File: src/rtl/com_cg_ctl.sv
// Idle-detect clock-gate enable controller: drops the gater enable after a run
// of idle cycles and restores it on new work or a wake request.
//
// state    | meaning
// ST_RUN   | clock running, counting consecutive idle cycles
// ST_GATED | clock stopped, waiting for busy or wake_req
// ST_WAKE  | clock re-enabled, settling for WAKE_LAT cycles
module com_cg_ctl #(
  parameter int IDLE_CNT_W = 8,
  parameter int WAKE_LAT   = 2,
  parameter int EVT_W      = 16
) (
  input  logic                  inclk,
  input  logic                  reset,
  input  logic                  busy,
  input  logic                  wake_req,
  input  logic [IDLE_CNT_W-1:0] idle_thresh,
  input  logic                  test_en,
  output logic                  cg_en,
  output logic                  wake_ack,
  output logic                  gated,
  output logic [EVT_W-1:0]      gate_evts
);

  localparam int WCNT_W = 4;
  localparam logic [WCNT_W-1:0] WAKE_LOAD = WCNT_W'(WAKE_LAT - 1);
  localparam logic [IDLE_CNT_W-1:0] IDLE_ONE = IDLE_CNT_W'(1);

  typedef enum logic [1:0] {ST_RUN, ST_GATED, ST_WAKE} state_t;

  state_t                  state, state_nxt;
  logic [IDLE_CNT_W-1:0]   idle_cnt, idle_cnt_nxt;
  logic [WCNT_W-1:0]       wake_cnt, wake_cnt_nxt;
  logic [IDLE_CNT_W-1:0]   thresh_m1;
  logic                    idle;
  logic                    gate_fire;
  logic                    cg_en_q;
  logic                    gated_q;

  assign idle      = !busy && !wake_req;
  assign thresh_m1 = idle_thresh - IDLE_ONE;

  always_ff @(posedge inclk or posedge reset) begin
    if (reset) begin
      state     <= ST_RUN;
      idle_cnt  <= '0;
      wake_cnt  <= '0;
      cg_en_q   <= 1'b1;
      gated_q   <= 1'b0;
      wake_ack  <= 1'b0;
      gate_evts <= '0;
    end else begin
      state    <= state_nxt;
      idle_cnt <= idle_cnt_nxt;
      wake_cnt <= wake_cnt_nxt;
      // enable and status are registered so the gater sees a glitch-free level
      cg_en_q  <= (state_nxt != ST_GATED);
      gated_q  <= (state_nxt == ST_GATED);
      wake_ack <= (state == ST_RUN) && wake_req && !wake_ack;
      if (gate_fire && (gate_evts != '1))
        gate_evts <= gate_evts + EVT_W'(1);
    end
  end

  always_comb begin
    state_nxt    = state;
    idle_cnt_nxt = idle_cnt;
    wake_cnt_nxt = wake_cnt;
    gate_fire    = 1'b0;
    case (state)
      ST_RUN: begin
        if (idle && (idle_thresh != '0)) begin
          // >= so a threshold lowered mid-count still gates on the next edge
          if (idle_cnt >= thresh_m1) begin
            state_nxt    = ST_GATED;
            idle_cnt_nxt = '0;
            gate_fire    = 1'b1;
          end else begin
            idle_cnt_nxt = idle_cnt + IDLE_ONE;
          end
        end else begin
          idle_cnt_nxt = '0;
        end
      end
      ST_GATED: begin
        if (busy || wake_req) begin
          state_nxt    = ST_WAKE;
          wake_cnt_nxt = WAKE_LOAD;
        end
      end
      ST_WAKE: begin
        if (wake_cnt == '0) begin
          state_nxt    = ST_RUN;
          idle_cnt_nxt = '0;
        end else begin
          wake_cnt_nxt = wake_cnt - WCNT_W'(1);
        end
      end
      default: state_nxt = ST_RUN;
    endcase
  end

  always_comb begin
    cg_en = cg_en_q | test_en;
    gated = gated_q;
  end

endmodule
File: config.mk
export PLATFORM = sky130hd
export DESIGN_NAME = com_cg_ctl
export DESIGN_NICKNAME = d
export VERILOG_FILES = /design/src/rtl/com_cg_ctl.sv
export SDC_FILE = /design/constraint.sdc
export NUM_CORES = 1
export LEC_CHECK = 0
export CORE_UTILIZATION = 51
export DETAILED_ROUTE_END_ITERATION = 12
export GPL_TIMING_DRIVEN = 0
export PLACE_DENSITY = 0.8
export SYNTH_ARGS = -nofsm -noshare
export SYNTH_HDL_FRONTEND = slang
export SYNTH_SLANG_ARGS = --single-unit
File: constraint.sdc
create_clock -name inclk -period 2.46 [get_ports inclk]
set_clock_uncertainty 0.1 [all_clocks]
set_input_delay 0.492 -clock inclk [delete_from_list [all_inputs] [get_ports inclk]]
set_output_delay 0.492 -clock inclk [all_outputs]
set_load 0.01 [all_outputs]
==> flow_metrics.py, run 1 <==
metrics = {
    "run_status": {
        "outcome": "finished with violations",
        "failed_checks": "setup timing",
    },
    "die": {
        "start_util_pct": 53.4,
        "fp.dieH_um": 63.9,
        "dieArea_um2": 4090,
        "core_area_um2": 3660,
        "rows": 22,
        "dieWidth_um": 63.9,
        "top_level_ports": 32,
    },
    "routing": {
        "drc": 0,
        "routedWlPerCell_um": 14.0,
        "drt_wl_total_um": 4180,
        "drt_pre_antenna_iters": 5,
        "routed_via_density": 5.46,
        "vias": 1634,
        "ant_nets": 0,
        "dr.first_iter.drc_count": 97,
    },
    "timing": {
        "max_freq_ghz": 0.393,
        "slew_headroom_pct": 74.8,
        "setup_viol": 12,
        "period_share_pct": 104,
        "finalCriticalPeriod_ns": 2.55,
        "slew_viol_final": 0,
        "layout_setup_ws_ns": -0.0870,
        "worst_pin_slew_ns": 0.374,
        "rsz0062_at_grt": "true",
        "hold_viol_final": 0,
    },
    "grt": {
        "globalRouteOverflowTotal": 0,
        "grt_max_degree": 34,
        "grt_pass1_wl_um": 6580,
        "track_usage_pct": 20.9,
        "antenna_found_initial": 0,
        "grt_pass1_vias": 1504,
    },
    "clock_tree": {
        "hold_buffers": 0,
        "clk_pin_slew_ns": 0.06,
        "cts_num_sinks": 33,
        "cts_buffers": 5,
        "clk_latency_ns": 0.28,
        "tritoncts": "built",
        "h-tree-depth": 2,
        "cts_root_buffer": "clkbuf_8",
        "cts_buffer_depth": 2,
    },
    "synth": {
        "syn_nets": 219,
        "synth.distinct_cells": 42,
        "synth_edf_count": 0,
        "ys_warn_count": 0,
        "syn_area_um2": 1960,
        "yosys_most_used_dff": "dfrtp_1",
        "async_flop_share_pct": 100,
        "synth_cells": 192,
        "ys_seq_area_share_pct": 42.3,
        "synth-seq-cells": 33,
        "syn_avg_cell_area_um2": 10.2,
    },
    "worst_setup_path": {
        "crit_required_ns": 2.53,
        "cp_max_fo": 5,
        "critPathKind": "input pin to register",
        "cp.arrival_ns": 2.62,
        "crit_path_start_kind": "input pin",
        "crit_path_end_kind": "register",
    },
    "cells_and_area": {
        "multi_input_area_um2": 1230,
        "nFillCells": 233,
        "antenna_cells": 0,
        "syn2layout_area_growth_pct": 41.5,
        "final_layout_size_suffix_gt1_share_pct": 29.9,
        "fin_nets": 277,
        "utilization_pct": 75.6,
        "regArea_um2": 827,
    },
    "placed_design": {
        "routabilityCongestion": 0.807,
        "dp_hpwl_um": 2600,
        "place_ws_ns": -0.917,
        "port_buffers": 31,
    },
    "power_and_ir_drop": {
        "leakagePower_nw": 1.31,
        "p_per_area_nw_per_um2": 465,
        "irDropWorstVdd_mv": 0.335,
    },
    "run": {
        "maxCapViolations": 0,
    },
    "min_path": {
        "hold_class": "register to register",
    },
}
-- cell usage in the layout, fill, tap and decap left out, types with 2 or more instances in the layout --
master / synthesis / layout
nor3_4: 0 / 4
xnor2_1: 9 / 9
mux2i_1: 2 / 2
inv_1: 11 / 8
ha_1: 14 / 12
clkbuf_8: 0 / 5
o31ai_1: 2 / 2
nand4_1: 7 / 7
and3_4: 0 / 2
buf_12: 0 / 2
xor2_1: 13 / 12
o21ai_2: 1 / 2
nor2_2: 0 / 3
nand2_1: 15 / 13
buf_4: 0 / 17
and3_1: 7 / 5
mux2_2: 2 / 2
dlygate4sd2_1: 0 / 2
nand2_2: 0 / 2
clkinv_2: 0 / 2
clkdlybuf4s50_1: 0 / 23
or2_2: 4 / 4
nor4_4: 0 / 2
buf_6: 1 / 5
buf_2: 1 / 2
nor2_4: 0 / 2
a221o_1: 4 / 4
nand2b_1: 3 / 3
nand3_1: 6 / 5
a21oi_1: 5 / 5
nor2_1: 23 / 18
a22o_1: 2 / 2
dfrtp_1: 32 / 32
-- synthesized netlist by cell type, types with 3 or more instances --
library cell   n  area share, %
nand3_1        6            1.5
dfrtp_1       32             41
xor2_1        13            5.8
nand2_1       15            2.9
ha_1          14            9.0
nand4_1        7            2.2
nor3_2         4            2.0
a221o_1        4            2.0
nor2_1        23            4.4
nand2b_1       3           0.96
or2_2          4            1.3
inv_1         11            2.1
a21oi_1        5            1.3
xnor2_1        9            4.0
and3_1         7            2.2
-- final timing paths --
check	depth (start not counted)	slack (ns)	endpoint	startpoint
setup / recovery	12	-0.09	gate_evts[1]	idle_thresh[1]
hold / removal	1	0.35	wake_ack	wake_ack
setup reg to reg	8	0.10	gate_evts[1]	idle_cnt[1]
hold reg to reg	1	0.35	wake_ack	wake_ack
max in group asynchronous	3	1.42	cg_en_q	reset
min in group asynchronous	2	0.36	gate_evts[9]	reset
-- final cells by class --
cell class | instances | share of cell area (%)
multi-input combinational | 146 | 44.4
sequential | 33 | 29.9
timing repair buffer | 51 | 18.3
clock buffer | 6 | 2.62
tap | 48 | 2.17
inverter | 11 | 1.58
buffer | 2 | 0.678
clock inverter | 2 | 0.362
-- worst max-delay path: stages --
cell,delay (ns)
buf_6,0.09
inv_2,0.08
ha_2,0.21
xnor2_1,0.12
ha_1,0.26
and3_1,0.20
o21ai_2,0.15
a311oi_4,0.13
buf_4,0.17
o21ai_4,0.21
buf_6,0.18
mux2_4,0.30
-- metrics by stage --
step / TNS, ns / std cells / power, W / instance area [um^2] / hold slack [ns]
floorplan: -0.331 / 192 / 0.000779 / 1980 / 0.362
global placement: -18.53 / 271 / 0.000848 / 2350 / 0.348
detailed placement: -19.70 / 271 / 0.000858 / 2350 / 0.340
CTS: -0.0230 / 292 / 0.00127 / 2600 / 0.355
global route: -2.50 / 299 / 0.00137 / 2770 / 0.358
finish: -0.385 / 299 / 0.00129 / 2770 / 0.347
-- kinds of logic after synthesis --
kind of cell             Yosys count  synth area share [%]
AO/OA/AOI/OAI                     23                  9.85
XOR/XNOR                          22                  9.85
adder cells (fa/ha/maj)           14                  8.96
buffers and inverters             13                  2.94
flip-flops                        33                  42.3
multiplexers                       6                  3.33
AND/OR/NAND/NOR                   81                  22.8
-- power by group --
group | total (W) | switching [W] | leakage (nW) | internal, W
registers | 0.000629 | 0.0000422 | 0.432 | 0.000587
logic | 0.000270 | 0.000132 | 0.834 | 0.000138
clock network | 0.000387 | 0.000191 | 0.0450 | 0.000196
-- flip-flops by register name, indices dropped and copies added (netlist names) --
name,cells
gate_evts,16
idle_cnt,8
state,2
gated,1
cg_en_q,1
wake_cnt,4
wake_ack,1
-- per-layer routing --
layer / GRT usage (%) / share of wire (%)
met5: 0 / 0
met3: 6.07 / 3.7
met1: 26.9 / 44
met2: 32.8 / 49
met4: 8.81 / 2.5
-- what timing repair did --
action                                  4_1_cts  5_1_grt
pin swaps                                    11        7
gates cloned                                  0        1
resized for setup                            49       19
endpoints found under the setup margin       27       21
setup buffers                                13        5
Note: power is estimated with default switching activity, not from simulation.
==> inputs of run 2 (changes only) <==
--- a/config.mk
+++ b/config.mk
@@ -7,2 +7,3 @@
 export LEC_CHECK = 0
+export ABC_CLOCK_PERIOD_IN_PS = 2460
 export CORE_UTILIZATION = 51
--- a/constraint.sdc
+++ b/constraint.sdc
@@ -4,2 +4,2 @@
 set_output_delay 0.492 -clock inclk [all_outputs]
-set_load 0.01 [all_outputs]
+set_load 0.02 [all_outputs]
==> results of run 2 <==
The final DEF is identical to that of run 1. Status: finished with violations: setup timing.
